--- config.mk ---
export PLATFORM = sky130hd
export DESIGN_NAME = uart_cmd_parser
export DESIGN_NICKNAME = d
export VERILOG_FILES = /design/src/rtl/uart_cmd_pkg.sv /design/src/rtl/uart_cmd_parser.sv
export SDC_FILE = /design/constraint.sdc
export NUM_CORES = 1
export LEC_CHECK = 0
export ABC_AREA = 1
export BUFFER_PORTS_ARGS = -buffer_cell sky130_fd_sc_hd__buf_4
export CAP_MARGIN = 30
export CORE_MARGIN = 2
export CORE_UTILIZATION = 30
export DETAILED_ROUTE_END_ITERATION = 8
export PLACE_DENSITY = 0.5
export SYNTH_ARGS = -nofsm -noshare
export SYNTH_HDL_FRONTEND = slang
export SYNTH_SLANG_ARGS = --single-unit
--- constraint.sdc ---
create_clock -name clk -period 4.6 [get_ports clk]
set_clock_uncertainty 0.2 [all_clocks]
set_input_delay 0.23 -clock clk [delete_from_list [all_inputs] [get_ports clk]]
set_output_delay 0.23 -clock clk [all_outputs]
set_load 0.02 [all_outputs]
--- src/rtl/uart_cmd_pkg.sv ---
// Shared constants, state encoding and ASCII helpers for the UART command parser.
package uart_cmd_pkg;

  localparam logic [7:0] ASCII_CR    = 8'h0D;
  localparam logic [7:0] ASCII_LF    = 8'h0A;
  localparam logic [7:0] ASCII_SPACE = 8'h20;
  localparam logic [7:0] ASCII_P     = 8'h50;
  localparam logic [7:0] ASCII_H     = 8'h48;
  localparam logic [7:0] ASCII_C     = 8'h43;
  localparam logic [7:0] ASCII_M     = 8'h4D;

  localparam logic [1:0] ACK_OK           = 2'd0;
  localparam logic [1:0] ACK_ERR_SYNTAX   = 2'd1;
  localparam logic [1:0] ACK_ERR_OVERFLOW = 2'd2;
  localparam logic [1:0] ACK_ERR_BUSY     = 2'd3;

  typedef enum logic [2:0] {
    ST_IDLE,
    ST_ARGS,
    ST_DISCARD,
    ST_EXEC,
    ST_INJECT
  } state_t;

  // Returns {valid, nibble}; valid is low for anything outside 0-9, A-F, a-f.
  function automatic logic [4:0] ascii_to_nibble(input logic [7:0] c);
    logic [4:0] r;
    r = 5'd0;
    if (c >= 8'h30 && c <= 8'h39)      r = {1'b1, 4'(c - 8'h30)};
    else if (c >= 8'h41 && c <= 8'h46) r = {1'b1, 4'(c - 8'h37)};
    else if (c >= 8'h61 && c <= 8'h66) r = {1'b1, 4'(c - 8'h57)};
    return r;
  endfunction

endpackage

--- src/rtl/uart_cmd_parser.sv ---
// Assembles CR/LF-terminated ASCII commands from the UART receive stream,
// drives proxy control registers, injects mouse reports and acknowledges each line.
module uart_cmd_parser
  import uart_cmd_pkg::*;
#(
  parameter int MAX_ARGS       = 10,
  parameter int TIMEOUT_CYCLES = 6_000_000
) (
  input  logic        clk,
  input  logic        rst_n,
  input  logic [7:0]  uart_rx_data,
  input  logic        uart_rx_valid,
  input  logic        uart_rx_error,
  output logic        proxy_enable,
  output logic        host_mode_enable,
  output logic        stats_clear,
  output logic        inject_valid,
  output logic [39:0] inject_data,
  input  logic        inject_ready,
  output logic        ack_valid,
  output logic [1:0]  ack_code,
  output logic [15:0] parse_error_count
);

  localparam int CNT_W = $clog2(MAX_ARGS + 1);
  localparam int TO_W  = $clog2(TIMEOUT_CYCLES + 1);

  state_t            state, state_nx;
  logic [7:0]        opcode;
  logic [CNT_W-1:0]  nib_cnt;
  logic [39:0]       args;
  logic              err_flag;
  logic [1:0]        err_code;
  logic              dropped;
  logic [TO_W-1:0]   idle_cnt;

  logic              is_term, is_space, timeout, rx_drop;
  logic [4:0]        nib;
  logic [5:0]        nib_off;
  logic              line_start, load_nib, err_set;
  logic [1:0]        err_set_code;
  logic [1:0]        exec_code;
  logic              set_proxy, set_host, do_clear, do_inject;
  logic              busy_now, ev_byte, ev_ack_err;
  logic [16:0]       count_sum;

  assign is_term  = (uart_rx_data == ASCII_CR) || (uart_rx_data == ASCII_LF);
  assign is_space = (uart_rx_data == ASCII_SPACE);
  assign nib      = ascii_to_nibble(uart_rx_data);
  assign rx_drop  = uart_rx_valid && (state == ST_EXEC || state == ST_INJECT);
  assign timeout  = (state == ST_ARGS || state == ST_DISCARD) && !uart_rx_valid &&
                    (idle_cnt == TO_W'(TIMEOUT_CYCLES - 1));

  // Digit 2k lands in the high nibble of byte k, digit 2k+1 in its low nibble.
  assign nib_off = 6'((int'(nib_cnt) >> 1) * 8 + (nib_cnt[0] ? 0 : 4));

  always_comb begin
    exec_code = ACK_ERR_SYNTAX;
    set_proxy = 1'b0;
    set_host  = 1'b0;
    do_clear  = 1'b0;
    do_inject = 1'b0;
    if (err_flag) begin
      exec_code = err_code;
    end else begin
      case (opcode)
        ASCII_P: if (nib_cnt == CNT_W'(1) && args[7:5] == 3'd0) begin
          set_proxy = 1'b1;
          exec_code = ACK_OK;
        end
        ASCII_H: if (nib_cnt == CNT_W'(1) && args[7:5] == 3'd0) begin
          set_host  = 1'b1;
          exec_code = ACK_OK;
        end
        ASCII_C: if (nib_cnt == '0) begin
          do_clear  = 1'b1;
          exec_code = ACK_OK;
        end
        ASCII_M: if (int'(nib_cnt) == 10) begin
          do_inject = 1'b1;
          exec_code = ACK_OK;
        end
        default: ;
      endcase
    end
  end

  always_comb begin
    // NOTE: defaults first so every path assigns every output of this block; no latches.
    state_nx     = state;
    line_start   = 1'b0;
    load_nib     = 1'b0;
    err_set      = 1'b0;
    err_set_code = ACK_ERR_SYNTAX;
    case (state)
      ST_IDLE: begin
        if (uart_rx_valid && (uart_rx_error || (!is_term && !is_space))) begin
          line_start = 1'b1;
          if (uart_rx_error) begin
            err_set  = 1'b1;
            state_nx = ST_DISCARD;
          end else begin
            state_nx = ST_ARGS;
          end
        end
      end
      ST_ARGS: begin
        if (uart_rx_valid) begin
          if (uart_rx_error || (!is_term && !is_space && !nib[4])) begin
            err_set  = 1'b1;
            state_nx = ST_DISCARD;
          end else if (is_term) begin
            state_nx = ST_EXEC;
          end else if (!is_space) begin
            if (nib_cnt == CNT_W'(MAX_ARGS)) begin
              err_set      = 1'b1;
              err_set_code = ACK_ERR_OVERFLOW;
              state_nx     = ST_DISCARD;
            end else begin
              load_nib = 1'b1;
            end
          end
        end else if (timeout) begin
          state_nx = ST_IDLE;
        end
      end
      ST_DISCARD: begin
        if (uart_rx_valid) begin
          if (uart_rx_error) err_set = 1'b1;
          else if (is_term)  state_nx = ST_EXEC;
        end else if (timeout) begin
          state_nx = ST_IDLE;
        end
      end
      ST_EXEC:   state_nx = do_inject ? ST_INJECT : ST_IDLE;
      ST_INJECT: if (inject_ready) state_nx = ST_IDLE;
      default:   state_nx = ST_IDLE;
    endcase
  end

  assign busy_now   = (state == ST_INJECT) && inject_ready && (dropped || rx_drop);
  assign ev_byte    = uart_rx_valid && (uart_rx_error || rx_drop);
  assign ev_ack_err = ((state == ST_EXEC) && (exec_code != ACK_OK)) || busy_now;
  assign count_sum  = {1'b0, parse_error_count} + {16'd0, ev_byte} + {16'd0, ev_ack_err};

  always_ff @(posedge clk or negedge rst_n) begin
    if (!rst_n) state <= ST_IDLE;
    else        state <= state_nx;
  end

  always_ff @(posedge clk or negedge rst_n) begin
    if (!rst_n) begin
      opcode            <= '0;
      nib_cnt           <= '0;
      args              <= '0;
      err_flag          <= 1'b0;
      err_code          <= ACK_OK;
      dropped           <= 1'b0;
      idle_cnt          <= '0;
      proxy_enable      <= 1'b0;
      host_mode_enable  <= 1'b0;
      stats_clear       <= 1'b0;
      inject_valid      <= 1'b0;
      inject_data       <= '0;
      ack_valid         <= 1'b0;
      ack_code          <= ACK_OK;
      parse_error_count <= '0;
    end else begin
      // NOTE: non-blocking assignments keep every register sampling pre-edge values.
      stats_clear <= 1'b0;
      ack_valid   <= 1'b0;

      if (line_start) begin
        opcode   <= uart_rx_data;
        nib_cnt  <= '0;
        args     <= '0;
        err_flag <= 1'b0;
      end
      if (load_nib) begin
        nib_cnt <= nib_cnt + 1'b1;
        if (int'(nib_cnt) < 10) args[nib_off +: 4] <= nib[3:0];
      end
      if (err_set) begin
        err_flag <= 1'b1;
        err_code <= err_set_code;
      end

      if (uart_rx_valid || !(state == ST_ARGS || state == ST_DISCARD)) idle_cnt <= '0;
      else                                                            idle_cnt <= idle_cnt + 1'b1;

      if (state == ST_EXEC) begin
        ack_valid   <= 1'b1;
        ack_code    <= exec_code;
        stats_clear <= do_clear;
        if (set_proxy) proxy_enable     <= args[4];
        if (set_host)  host_mode_enable <= args[4];
        if (do_inject) begin
          inject_valid <= 1'b1;
          inject_data  <= args;
        end
      end

      if (state == ST_INJECT && inject_ready) begin
        inject_valid <= 1'b0;
        if (busy_now) begin
          ack_valid <= 1'b1;
          ack_code  <= ACK_ERR_BUSY;
        end
      end

      // Drops seen before an injection completes are reported once as ERR_BUSY.
      if ((state == ST_INJECT && inject_ready) || (state == ST_EXEC && !do_inject)) dropped <= 1'b0;
      else if (rx_drop)                                                           dropped <= 1'b1;

      if (state == ST_EXEC && do_clear) parse_error_count <= '0;
      else if (count_sum[16])           parse_error_count <= 16'hFFFF;
      else                              parse_error_count <= count_sum[15:0];
    end
  end

endmodule

==> results by group <==
Setup path
  • Kind of critical path: register to register
  • Critical Path End: parse_error_count[8]$_DFF_PN0_
  • Reg2reg end: parse_error_count[8]$_DFF_PN0_
  • Worst r2r src: nib_cnt[1]$_DFFE_PN0P_
  • Critical Path AT: 3.98 ns
  • Crit-path max FO: 11
  • Worst EP required: 4.70 ns
  • R2R depth: 21
  • Critical Path Start Type: register
  • Endpoint class of the critical path: register
  • Critical path startpoint: nib_cnt[1]$_DFFE_PN0P_
  • Reg2reg setup slack: 0.72 ns

Global routing
  • Grt ovf: 0
  • Vias in the first global route: 6091
  • First-pass GRT wire length: 31700 um
  • Largest net degree at the start of global routing: 64
  • GRT Util Overall: 15.1%
  • Initial antenna violation count: 0

Clock network
  • TritonCTS clock tree: done
  • CTS HTree Levels: 4
  • CTS Buf Count: 17
  • Clk slew on worst S/H paths: 0.06 ns
  • Clock Path Buffers: 2
  • Post-cts resize count: 0
  • CTS Sinks: 145
  • CTS root buffer: clkbuf_16
  • Clk_lat worst skew: 0.42 ns

Die
  • Die Wd: 162 um
  • Cell Rows: 57
  • # IOs: 76
  • Die area: 26400 um2
  • Initial core utilization: 30.8%
  • Core box area: 24500 um2
  • Chip height: 162 um

Synth
  • Synthesized area: 7530 um2
  • Synth warnings: 0
  • Post-synthesis sequential area ratio: 48.2%
  • Post-synth EDFFs: 0
  • Net Count, Synth: 921
  • Top_reg_cell synth: dfrtp_1
  • Area leader, netlist: dfrtp_1
  • Netlist cell types: 48
  • Syn Area/Cell: 8.38 um2
  • Mapped Cells: 898
  • Ranking of synthesized cells by area: dfrtp_1, nand2_1, nand3_1
  • Seq cells post-synth: 145
  • Post-synth top area share: 48.2%
  • FFs w/ async S/R, synth: 100%

Finish
  • Utilization after layout: 37.3%
  • Post-Layout Cell Count: 1321
  • Final nets: 1007
  • Highest-count cells in the layout ignoring fill and taps: nand2_1, dfrtp_1, inv_1
  • ANT cells: 0
  • Final Cell Area: 9130 um2
  • P&R area growth vs syn: 21.2%
  • Share of cells above drive strength 1: 16.2%
  • Most common cell after layout, fill and taps aside: nand2_1

Worst hold path
  • Worst hold path type: input port to register

Detailed routing
  • Post-route DRC: 0
  • Drt first pass iters: 5
  • Vias: 6171
  • Total routed wirelength: 18800 um
  • Post-route ant nets: 0
  • DR WL/cell: 14.3 um
  • Starting DRT DRC Count: 366
  • Vias/cell: 4.67

STA
  • Final Hold Vio Count: 0
  • Worst-Margin Slew: 0.892 ns
  • Final setup viols: 0
  • Min setup slack post-route: 0.721 ns
  • Timing-limited maximum frequency: 258 MHz
  • Final min period: 3.88 ns
  • WHS: 0.0171 ns
  • Slew Limit Fails: 0
  • Slew HR: 40.3%
  • Final TNS setup: 0 ns
  • RSZ-0062 raised after global routing: no
  • Fin crit share: 84.3%

Power and ir drop
  • Leak: 4.55 nW
  • Pwr dens: 411 nW/um2
  • Total power: 3.75 mW
  • Maximum vdd drop: 0.206 mV

Status
  • Status: finished, final reports clean

Placement
  • RePlAce Congestion: 0.844
  • Placed instance count: 1277
  • Port buffer count: 75
  • Setup WS pre-CTS: 0.674 ns
  • Placed inst area: 8370 um2
  • Final HPWL DP: 13400 um

Run
  • Max Cap Viol: 0
[flip-flops by register name, indices dropped and copies added, names as in the netlist]
signal,flops
state,3
ack_valid,1
args,40
inject_valid,1
err_code,2
inject_data,40
opcode,8
host_mode_enable,1
ack_code,2
idle_cnt,23
parse_error_count,16
dropped,1
nib_cnt,4
proxy_enable,1
err_flag,1
stats_clear,1
[worst min path at each step]
| stage | start | depth (start not counted) | slack, ns | endpoint |
|---|---|---|---|---|
| after CTS | uart_rx_error | 5 | 0.007 | err_code[0]$_DFFE_PN0P_ |
| after global routing | uart_rx_error | 3 | 0.04 | err_flag$_DFFE_PN0P_ |
| final | uart_rx_error | 5 | 0.02 | err_code[0]$_DFFE_PN0P_ |
| after global placement | rst_n | 1 | 0.07 | state[1]$_DFFE_PN0P_ |
| after floorplan | rst_n | 0 | -0.27 | ack_code[0]$_DFF_PN0_ |
| after detailed placement | rst_n | 1 | 0.06 | ack_valid$_DFF_PN0_ |
[worst max-delay path, cell delays in order (launching register included)]
cell and delay [ns]:
dfrtp_1 0.41, inv_1 0.18, ha_1 0.26, nand2_2 0.16, inv_1 0.18, nand4_1 0.15
inv_1 0.13, o21ai_0 0.10, nand2_1 0.08, nand4_1 0.08, nand2_1 0.09, nand2_1 0.08
fa_1 0.43, ha_1 0.22, nand3_1 0.14, nor3_1 0.09, nand3_1 0.09, nor2_1 0.07
nand2_1 0.30, o21ai_0 0.15, a21oi_1 0.13, nor2_1 0.05
[power by group]
group          switching [mW]  internal, mW
clock                   0.565         0.965
sequential             0.0946          1.38
combinational           0.496         0.243
[metal layers]
layer / GRT usage (%) / share of wire, % / vias up
li1: - / - / 3124
met1: 20.4 / 48 / 2944
met4: 3.90 / 1.3 / 0
met3: 3.08 / 3.0 / 17
met5: 0 / 0 / -
met2: 24.8 / 47 / 86
[area by class of cell]
type,count,area [um2]
fillers,2537,15300
flip-flops and latches,145,3630
repair buffers,92,724
well taps,324,405
inverters,113,425
multi-input cells,615,3300
clock inverters,13,209
clock buffers,19,433
[cells by family (layout without fill, tap and decap cells)]
kind of cell | count (synthesis) | after routing | synth area share [%]
AOI/OAI and AO/OA | 110 | 110 | 8.08
xor gates and xnor gates | 15 | 15 | 1.84
adders and majority gates | 10 | 10 | 1.76
buffers and inverters | 138 | 237 | 7.94
DFF | 145 | 145 | 48.2
muxes | 31 | 31 | 4.60
and+or+nand+nor | 449 | 449 | 27.6
[cells in the mapped netlist (2+ instances only)]
cell type  count
a21oi_1       26
a31oi_1        3
buf_2          6
buf_4          6
buf_6          5
clkbuf_1       7
clkinv_1       2
dfrtp_1      145
ha_1           9
inv_1         98
inv_2         12
mux2_1        26
mux2_2         3
mux2i_1        2
nand2_1      200
nand2_2        6
nand3_1       75
nand3_2        5
nand3_4        2
nand3b_1       2
nand4_1       28
nor2_1        84
nor2_2         8
nor2_4         3
nor3_1        20
nor3_2         3
nor4_1         8
o211ai_1       3
o21ai_0       42
o21ai_1       22
o22ai_1        5
o31ai_1        2
o31ai_2        3
xnor2_1        4
xor2_1        10
[what timing repair did]
action / 4_1_cts / 5_1_grt
hold buffers: 12 / 0
buffers inserted: 0 / 0
hold endpoints to repair: 71 / 0
Power figures use the tool's default switching activity.
